`src/rtl/propagation_controller.sv`:
```
`default_nettype none
// ============================================================================
// propagation_controller : sequential fixpoint driver for the triadic_cascade
// propagation core; PROPAGATION_TRACE_EN adds a commit trace port.  Rev 1.0
// ============================================================================
module propagation_controller #(
    parameter int MAX_ITER = 9,
    parameter int MU_WIDTH = 16
) (
    input  logic                clk,
    input  logic                rst_n,
    input  logic                start_valid,
    output logic                start_ready,
    input  logic [26:0]         start_masks,
    output logic [26:0]         core_masks,
    input  logic [26:0]         core_forced_masks,
    input  logic [8:0]          core_force_valid,
    input  logic [5:0]          core_activity,
    output logic                result_valid,
    input  logic                result_ready,
    output logic [26:0]         result_masks,
    output logic [1:0]          result_status,
    output logic [MU_WIDTH-1:0] result_mu,
    output logic [3:0]          result_iters
`ifdef PROPAGATION_TRACE_EN
    ,
    output logic                trace_valid,
    output logic [8:0]          trace_force,
    output logic [5:0]          trace_activity
`endif
);

    localparam logic [1:0] STATUS_SOLVED   = 2'b00;
    localparam logic [1:0] STATUS_STALLED  = 2'b01;
    localparam logic [1:0] STATUS_CONFLICT = 2'b10;
    localparam logic [1:0] STATUS_TIMEOUT  = 2'b11;

    // Sum is wide enough for both operands so saturation is detected exactly.
    localparam int SUM_W = ((MU_WIDTH > 6) ? MU_WIDTH : 6) + 1;
    localparam logic [SUM_W-1:0] MU_MAX = {{(SUM_W-MU_WIDTH){1'b0}}, {MU_WIDTH{1'b1}}};

    typedef enum logic [1:0] {
        S_IDLE = 2'd0,
        S_EVAL = 2'd1,
        S_DONE = 2'd2
    } state_t;

    state_t              state;
    state_t              state_next;
    logic [MU_WIDTH-1:0] mu;
    logic [MU_WIDTH-1:0] mu_next;
    logic [SUM_W-1:0]    mu_sum;
    logic [3:0]          iters;
    logic [26:0]         merged;
    logic [2:0]          lane;
    logic                conflict;
    logic                all_onehot;
    logic                commit;
    logic                finish;
    logic [1:0]          status_next;

    always_comb begin
        conflict   = 1'b0;
        all_onehot = 1'b1;
        merged     = core_masks;
        lane       = 3'b000;
        for (int i = 0; i < 9; i++) begin
            lane = core_forced_masks[3*i +: 3];
            if (lane == 3'b000) begin
                conflict = 1'b1;
            end
            if (!$onehot(core_masks[3*i +: 3])) begin
                all_onehot = 1'b0;
            end
            if (core_force_valid[i]) begin
                merged[3*i +: 3] = lane;
            end
        end
    end

    assign mu_sum  = SUM_W'(mu) + SUM_W'(core_activity);
    assign mu_next = (mu_sum > MU_MAX) ? {MU_WIDTH{1'b1}} : mu_sum[MU_WIDTH-1:0];

    always_comb begin
        state_next  = state;
        commit      = 1'b0;
        finish      = 1'b0;
        status_next = STATUS_STALLED;
        case (state)
            S_IDLE: begin
                if (start_valid) begin
                    state_next = S_EVAL;
                end
            end
            S_EVAL: begin
                if (conflict) begin
                    status_next = STATUS_CONFLICT;
                    finish      = 1'b1;
                end else if (core_force_valid == 9'd0) begin
                    status_next = all_onehot ? STATUS_SOLVED : STATUS_STALLED;
                    finish      = 1'b1;
                end else if (iters == 4'(MAX_ITER)) begin
                    status_next = STATUS_TIMEOUT;
                    finish      = 1'b1;
                end else begin
                    commit = 1'b1;
                end
                if (finish) begin
                    state_next = S_DONE;
                end
            end
            S_DONE: begin
                if (result_ready) begin
                    state_next = S_IDLE;
                end
            end
            default: state_next = S_IDLE;
        endcase
    end

    assign start_ready  = (state == S_IDLE);
    assign result_valid = (state == S_DONE);

    always_ff @(posedge clk) begin
        if (!rst_n) begin
            state         <= S_IDLE;
            core_masks    <= 27'd0;
            mu            <= '0;
            iters         <= 4'd0;
            result_masks  <= 27'd0;
            result_status <= STATUS_SOLVED;
            result_mu     <= '0;
            result_iters  <= 4'd0;
        end else begin
            state <= state_next;
            if (state == S_IDLE && start_valid) begin
                core_masks <= start_masks;
                mu         <= '0;
                iters      <= 4'd0;
            end
            if (commit) begin
                core_masks <= merged;
                mu         <= mu_next;
                iters      <= iters + 4'd1;
            end
            // Result reflects the masks evaluated, not any uncommitted forces.
            if (finish) begin
                result_masks  <= core_masks;
                result_status <= status_next;
                result_mu     <= mu;
                result_iters  <= iters;
            end
        end
    end

`ifdef PROPAGATION_TRACE_EN
    always_ff @(posedge clk) begin
        if (!rst_n) begin
            trace_valid    <= 1'b0;
            trace_force    <= 9'd0;
            trace_activity <= 6'd0;
        end else begin
            trace_valid <= commit;
            if (commit) begin
                trace_force    <= core_force_valid;
                trace_activity <= core_activity;
            end
        end
    end
`endif

endmodule
`default_nettype wire

```
`config.mk`:
```
export PLATFORM = sky130hd
export DESIGN_NAME = propagation_controller
export DESIGN_NICKNAME = d
export VERILOG_FILES = /design/src/rtl/propagation_controller.sv
export SDC_FILE = /design/constraint.sdc
export NUM_CORES = 1
export LEC_CHECK = 0
export CAP_MARGIN = 10
export CORE_MARGIN = 2
export CORE_UTILIZATION = 35
export DETAILED_ROUTE_END_ITERATION = 8
export GPL_ROUTABILITY_DRIVEN = 0
export PLACE_DENSITY_LB_ADDON = 0.12
export REMOVE_ABC_BUFFERS = 1
export SYNTH_ARGS = -nofsm -noshare
export SYNTH_HDL_FRONTEND = slang
export SYNTH_SLANG_ARGS = --single-unit
export TNS_END_PERCENT = 100
```
`constraint.sdc`:
```
create_clock -name clk -period 3.57 [get_ports clk]
set_clock_uncertainty 0.2 [all_clocks]
set_input_delay 0.8925 -clock clk [delete_from_list [all_inputs] [get_ports clk]]
set_output_delay 0.8925 -clock clk [all_outputs]
set_load 0.03 [all_outputs]
```
Yosys cells after proc, flatten, opt, wreduce, memory -nomap -nowiden
Cells that the tools add are included.
Operators by class
  add/sub/neg operators: 20
  $lt $le $gt $ge: 1
  equality and inequality tests: 24
  mux-type cells: 52
  reduce and logical (&&, ||, !) cells: 23
Operators by type and width (count)
  $mux 27: 2
  $mux 16: 3
  $mux 1: 28
  $logic_not 3->1: 9
  $mux 3: 9
  $ne 2x2->1 const B: 11
  $eq 2x1->1 const B: 10
  $add 1x1->2: 9
  $add 2x1->2: 9
  $reduce_and 2->1: 9
  $add 16x6->17: 1
  $gt 17x16->1 const B: 1
  $mux 2: 7
  $logic_not 9->1: 1
  $mux 4: 2
  $pmux 2 s3: 1
  $add 4x1->4 const B: 1
  $eq 4x4->1 const B: 1
  $reduce_and 3->1: 1
  $eq 2x2->1 const B: 1
  $logic_not 2->1: 1
  $ne 2x1->1 const B: 1
  $reduce_bool 2->1: 1
  $logic_and 1x1->1: 1
Word-level totals
  bits in registers: 98
  input bits: 73
  output and inout port bits: 78

Longest topological paths before layout
Gate-level depths: netlist of the first run.
  word-level depth: 16
  gate-level depth with buffers: 10
  gate-level depth less buffers: 9

Worst setup path after synthesis of the first run
No wires, ideal clock.
  kind: input port to flip-flop
  start: input core_activity[0]
  end: register mu[14]
  library setup time: 91 ps
  arrival time: 2606 ps
  required time: 3279 ps
  setup slack: 673 ps
  cell stages on the path: 9
  path buffers: 1
  cells stage by stage: ha_1 > inv_1 > fa_1 > nand2b_1 > a21oi_1 > nor2_1 > or3b_1 > clkbuf_1 > a311oi_1
On the way
  longest elaborated chain between the ends: 4
RTL lines
  start, declared: RTL line 18  | input logic [5:0] core_activity,
  $add 16x6->17 *: RTL line 81  | assign mu_sum = SUM_W'(mu) + SUM_W'(core_activity);
  $gt 17x16->1: RTL line 82  | assign mu_next = (mu_sum > MU_MAX) ? {MU_WIDTH{1'b1}} : mu_sum[MU_WIDTH-1:0];
  $mux 16 *: RTL line 82
  $mux 16 *: RTL line 141  | if (commit) begin
  end signal, assigned: RTL line 143  | mu <= mu_next;
  end, declared: RTL line 50  | logic [MU_WIDTH-1:0] mu;
Every way passes the cells marked *; elsewhere a longest branch is shown, timed or not.
A chain may end at the register's enable or synchronous reset.

Worst setup path after layout of the first run
Same ends and word-level chain as after synthesis.

==> results of run 1 <==
## final cells by class
cell class / instances / area share [%]
multi-input cells: 374 / 37.1
flip-flops and latches: 98 / 28.7
repair buffers: 171 / 24.8
clock buffers: 11 / 3.70
well taps: 176 / 3.22
inverters: 32 / 1.76
clock inverters: 5 / 0.769
## layout by cell type, fill, tap and decap left out, types with 14 or more instances in the layout
cell type        Yosys  layout
a221oi_1            24      24
buf_4                1      18
a21oi_1             19      19
mux2i_1             28      28
clkdlybuf4s50_1      0     149
o31ai_1             30      30
dfxtp_1             98      98
inv_1               31      31
nand2_1             38      38
o21ai_0             26      26
nor2_1              45      45
nand3_1             61      61
nor3_1              14      14
## cells by family after synthesis
kind of cell             count (synthesis)  share of synthesized area (%)
AND/OR/NAND/NOR                        188                           19.3
AO/OA/AOI/OAI                          133                           19.6
flip-flops                              98                           40.7
buffers and inverters                   71                           7.03
multiplexers                            29                           6.04
adder cells (fa/ha/maj)                 18                           6.23
XOR/XNOR                                 6                           1.09
## sequential cells by signal, summed over array words and instances (netlist names)
signal,cells
state,2
result_status,2
iters,4
mu,16
result_mu,16
result_iters,4
result_masks,27
core_masks,27
## cells in the mapped netlist, types with 5 or more instances
library cell / count / share of area (%)
nor3_1: 14 / 1.5
xor2_1: 5 / 0.91
dfxtp_1: 98 / 41
nor2_1: 45 / 3.5
o31ai_1: 30 / 4.7
a211oi_1: 9 / 1.4
o21ai_0: 26 / 2.7
clkbuf_1: 24 / 1.9
a21oi_1: 19 / 2.0
inv_1: 31 / 2.4
buf_2: 9 / 0.93
mux2i_1: 28 / 5.8
fa_1: 10 / 4.2
ha_1: 8 / 2.1
a221oi_1: 24 / 4.4
nand2_1: 38 / 3.0
nand3_1: 61 / 6.3
## path summary, 6_finish.rpt
| path | startpoint | to | slack [ns] |
|---|---|---|---|
| hold reg to reg | result_mu[10] | result_mu[10] | 0.27 |
| setup reg to reg | mu[0] | mu[14] | 1.00 |
| setup / recovery | core_activity[0] | mu[14] | 0.36 |
| hold / removal | result_mu[10] | result_mu[10] | 0.27 |
## worst max-delay path, stage by stage
cell and delay [ns]:
clkdlybuf4s50_1 0.47, ha_1 0.19, inv_1 0.06, fa_1 0.40, nand2b_1 0.19, a21oi_1 0.14
nor2_1 0.12, or3b_1 0.49, a311oi_1 0.31
## stage by stage
stage               hold WS (ns)  cells
floorplan                  0.244    504
global placement           0.256    851
detailed placement         0.265    851
CTS                        0.275    867
global route               0.294    867
finish                     0.270    867
## metal layers
layer  wire [um]  up-vias
met2        6670      110
met5           0        -
li1            -     2268
met3         739       21
met1        6680     2092
met4         289        0
## power groups by stage
stage / Sequential (W) / Combinational, W / Clock [W]
global placement: 0.00121 / 0.000640 / 0
global route: 0.00119 / 0.000707 / 0.00108
floorplan: 0.00129 / 0.000246 / 0
detailed placement: 0.00121 / 0.000651 / 0
CTS: 0.00119 / 0.000654 / 0.00103
finish: 0.00119 / 0.000649 / 0.00100
==> flow_metrics.py, run 1 <==
metrics = {
    "sta": {
        "rsz0062_at_grt": "false",
        "relSlewSlack_pct": 71.3,
        "setup_viol": 0,
        "finalCritPeriodShare_pct": 89.9,
        "max_freq_mhz": 312,
        "tightestPinTransition_ns": 0.430,
        "finalCriticalPeriod_ns": 3.21,
        "slew_viol_final": 0,
        "hold_violations": 0,
        "setup_ws_ns": 0.360,
        "tns_ns": 0,
    },
    "clock_network": {
        "clock_path_buffers": 2,
        "cts_hold_buf": 0,
        "clock_latency_ns": 0.35,
        "cts_buffers": 9,
        "cts_tree": "built",
        "root_buffer": "clkbuf_16",
        "htree_levels": 3,
        "ctsResizeCount": 0,
        "postCtsSetupRepairBufs": 0,
        "path_clk_slew_ns": 0.06,
        "clock_sinks": 98,
    },
    "run": {
        "drv_cap": 0,
    },
    "critical_path": {
        "endpoint_kind": "register",
        "critPathLaunchType": "input port",
        "worstPathRequired_ns": 3.62,
        "path_max_fanout": 7,
        "critical_path_class": "input port to register",
        "ff2ff_path_depth": 8,
        "critical_path_arrival_ns": 3.26,
    },
    "floorplan": {
        "io_pins": 151,
        "row_count": 42,
        "initial_core_util_pct": 36.1,
        "die_h_um": 121,
        "core_sq_um": 13300,
        "dieArea_sq_um": 14700,
        "die_w_um": 121,
    },
    "pwr": {
        "finalPower_w": 0.00284,
        "switching_power_w": 0.000835,
        "irDropWorstVdd_uv": 247,
        "p_sw_share_pct": 29.4,
        "p_per_area_nw_per_um2": 415,
        "seqPwrFrac_pct": 41.8,
        "p_clk_share_pct": 35.3,
        "p_comb_share_pct": 22.9,
        "power.internal_w": 0.00200,
        "p_leak_nw": 2.57,
    },
    "grt": {
        "grt_usage_pct": 19.8,
        "met2_usage_pct": 31.3,
        "antenna_found_initial": 0,
        "gr-usage-met3_pct": 3.99,
        "grt.overflow.total": 0,
        "grt_pass1_vias": 4475,
        "grt_pass1_wl_um": 22700,
        "grt_max_degree": 63,
        "gr-max-usage-layer": "met2",
        "met1_usage_pct": 26.0,
    },
    "routing": {
        "drt_first_iter_violations": 290,
        "drtAntennaViolNets": 0,
        "wl_um": 14400,
        "wl_per_cell_um": 16.6,
        "vias_per_cell": 5.18,
        "first_pass_iters": 4,
        "num_vias": 4491,
        "route.detailed.drc": 0,
    },
    "placement": {
        "dpl.hpwl_um": 10800,
        "pre_cts_ws_ns": 0.00554,
        "io_buffers": 150,
        "place_area_sq_um": 6530,
    },
    "cells_and_area": {
        "antenna-diode-count": 0,
        "fill_cells": 1300,
        "final-seq-area_sq_um": 1960,
        "final_core_util_pct": 51.2,
        "design_area_sq_um": 6830,
        "syn_to_final_growth_pct": 41.7,
        "multi_input_comb_area_sq_um": 2530,
        "finalNetCount": 777,
        "drive_above_1_share_pct": 7.67,
    },
    "yosys": {
        "postSynthCellCount": 543,
        "synth_edf_count": 0,
        "ys_seq_area_share_pct": 40.7,
        "ys_types": 53,
        "synth.avg_cell_area_sq_um": 8.88,
        "ys_warn_count": 0,
        "synth-async-reset-ratio_pct": 0,
        "syn_area_sq_um": 4820,
        "ys_ff_latch": 98,
        "synthFlopType": "dfxtp_1",
    },
    "min_path": {
        "hold_depth": 2,
        "hold_path.class": "register to register",
    },
    "status": {
        "run_status": "complete, no violations",
    },
}
No activity file was read; power rests on OpenSTA's default activity.
==> run 2: changes to the inputs <==
--- a/config.mk
+++ b/config.mk
@@ -8,6 +8,7 @@
 export CAP_MARGIN = 10
 export CORE_MARGIN = 2
 export CORE_UTILIZATION = 35
+export CTS_CLUSTER_DIAMETER = 120
 export DETAILED_ROUTE_END_ITERATION = 8
 export GPL_ROUTABILITY_DRIVEN = 0
 export PLACE_DENSITY_LB_ADDON = 0.12
==> results of run 2 <==
Final layout, timing and power as in run 1 (identical DEF).
==> RTL change (config.mk and constraints of run 1) <==
Re-encode `state_t` (3 states) as one-hot, 3 bits wide.
--- a/src/rtl/propagation_controller.sv
+++ b/src/rtl/propagation_controller.sv
@@ -41,6 +41,6 @@
 
-    typedef enum logic [1:0] {
-        S_IDLE = 2'd0,
-        S_EVAL = 2'd1,
-        S_DONE = 2'd2
+    typedef enum logic [2:0] {
+        S_IDLE = 3'b001,
+        S_EVAL = 3'b010,
+        S_DONE = 3'b100
     } state_t;
Formal check against the unedited RTL: same outputs for any inputs over 4 cycles, from zero or initial values and one cycle with rst_n low; so few cycles prove little.
==> RTL change against run 1 <==
- area after synthesis is 1.9% lower
- worst setup slack worse by 43 ps
- final area is 0.49% lower
- routed wire length is 0.59% higher
- global-route usage is 0.39 points higher
- synthesized cell count is 7.4% higher
- register-to-register slack worse by 70 ps
- core utilization is 0.15 points higher
- power is 9.9% lower
- sequential cell count is 1 higher
- critical path depth is 2 lower
- critical path type unchanged
- largest power group unchanged
==> RTL change: results <==
metrics = {
    "cts": {
        "cts_made_buffers": 9,
        "htree_num_levels": 3,
        "cts_buffer_depth": 2,
        "cts_setup_buffers": 0,
        "cts_resized": 0,
        "root_buffer": "clkbuf_16",
    },
    "grt": {
        "grt_pass1_vias": 4542,
        "grtUsageTotal_pct": 20.2,
        "grt_max_degree": 60,
        "grt_pass1_wl_mm": 23.2,
    },
    "critical_path": {
        "r2r_cells": 10,
        "worstPathArrival_ps": 3290,
        "r2r_end": "mu[10]",
        "regToRegSetupSlack_ps": 930,
        "cp_max_fo": 15,
        "r2r_start": "mu[0]",
    },
    "placement": {
        "dp_slack_ps": -38.3,
        "hpwl_mm": 10.6,
    },
    "status": {
        "status": "finished clean",
    },
    "routing": {
        "vias_per_cell": 5.23,
        "drt_iter0_markers": 428,
        "wirelength_mm": 14.5,
        "first_pass_iters": 5,
    },
    "final_layout": {
        "nets": 819,
        "fill_cells": 1272,
        "reg_top3": "core_masks (27), result_masks (27)",
        "drive_above_1_share_pct": 6.97,
    },
    "sta": {
        "holdWs_ps": 253,
        "tightest_slew_ps": 599,
    },
    "logic_synthesis": {
        "yosysWarnings": 0,
        "synth_commonest_cells": "dfxtp_1 (99), o21ai_0 (76), nand2_1 (61)",
        "yosysUniqueCellTypes": 49,
        "ys_top_cells_by_area": "dfxtp_1 (42%), o21ai_0 (8.0%), nand3_1 (6.1%)",
        "ys_seq_area_share_pct": 41.9,
    },
    "worst_hold_path": {
        "min_to": "result_masks[24]",
        "hold_path_class": "reg -> reg",
        "hp-start": "result_masks[24]",
    },
    "power_and_ir_drop": {
        "p_leak_uw": 0.00231,
        "irDropWorstVdd_uv": 186,
    },
}
RTL change: cell count changes in the layout (fill, tap and decap cells not counted), moves of 5 or more:
cell / run 1 / this run
a221oi_1: 24 / 0
o21ai_1: 0 / 6
o21ai_0: 26 / 76
a21oi_1: 19 / 13
inv_1: 31 / 36
mux2i_1: 28 / 1
o31ai_1: 30 / 3
nor3_1: 14 / 22
a211oi_1: 9 / 1
a311oi_1: 1 / 29
nand2_1: 38 / 60
RTL change: metrics by stage:
stage	std cells	setup TNS, ps	util [%]	instance area [um^2]	total power (uW)
after floorplan	546	-91550	-	4580	1390
after global placement	893	0	49.2	6520	1640
after detailed placement	893	-52.0	49.2	6520	1640
after CTS	908	0	51.3	6800	2590
after global routing	908	0	51.3	6800	2670
final	908	0	51.3	6800	2560
RTL change: worst max path at each step:
stage                                      from  cells past startpoint              end  slack [ps]
after floorplan             core_force_valid[2]                      5  result_iters[2]       -1970
after global placement    core_forced_masks[12]                      7            mu[9]          40
after detailed placement       core_activity[0]                     11           mu[10]         -40
after CTS                   core_force_valid[2]                      7           mu[10]         310
after global routing           core_activity[0]                     11           mu[10]         170
final                       core_force_valid[2]                      7           mu[10]         320
RTL change: logic make-up (layout without fill, tap and decap cells):
family | count (synthesis) | after routing | synth area share (%)
buf+inv | 73 | 222 | 6.08
compound gates | 153 | 153 | 20.4
flops | 99 | 99 | 41.9
xor+xnor | 7 | 7 | 1.30
mux | 1 | 1 | 0.212
fa+ha+maj | 18 | 18 | 6.35
simple gates | 232 | 232 | 23.8
RTL change: final cells by class:
class,count,area [um^2],area share (%)
clock inverters,2,10.0,0.147
clock buffers,13,270,3.97
multi-input cells,411,2470,36.4
flip-flops and latches,99,1980,29.1
inverters,36,135,1.99
well taps,176,220,3.24
repair buffers,171,1710,25.1
RTL change: routing by layer:
layer / track usage [%] / routed length (um) / vias up
li1: - / - / 2365
met1: 27.4 / 6770 / 2207
met2: 32.0 / 6570 / 158
met3: 3.77 / 874 / 18
met4: 7.34 / 250 / 0
met5: 0 / 0 / -
RTL change: critical path, stage by stage:
cell and delay (ps):
clkdlybuf4s50_1 460, or4_1 610, o31ai_1 340, nor2_1 210
nand2_2 280, nor4_1 100, a2111oi_0 380
RTL change: report_power, final:
part	switching, uW	total (uW)	internal (uW)	leakage (uW)
sequential	28.2	1170	1140	0.000804
clock	416	940	524	0.000141
combinational	248	448	200	0.00136
total	693	2560	1860	0.00231
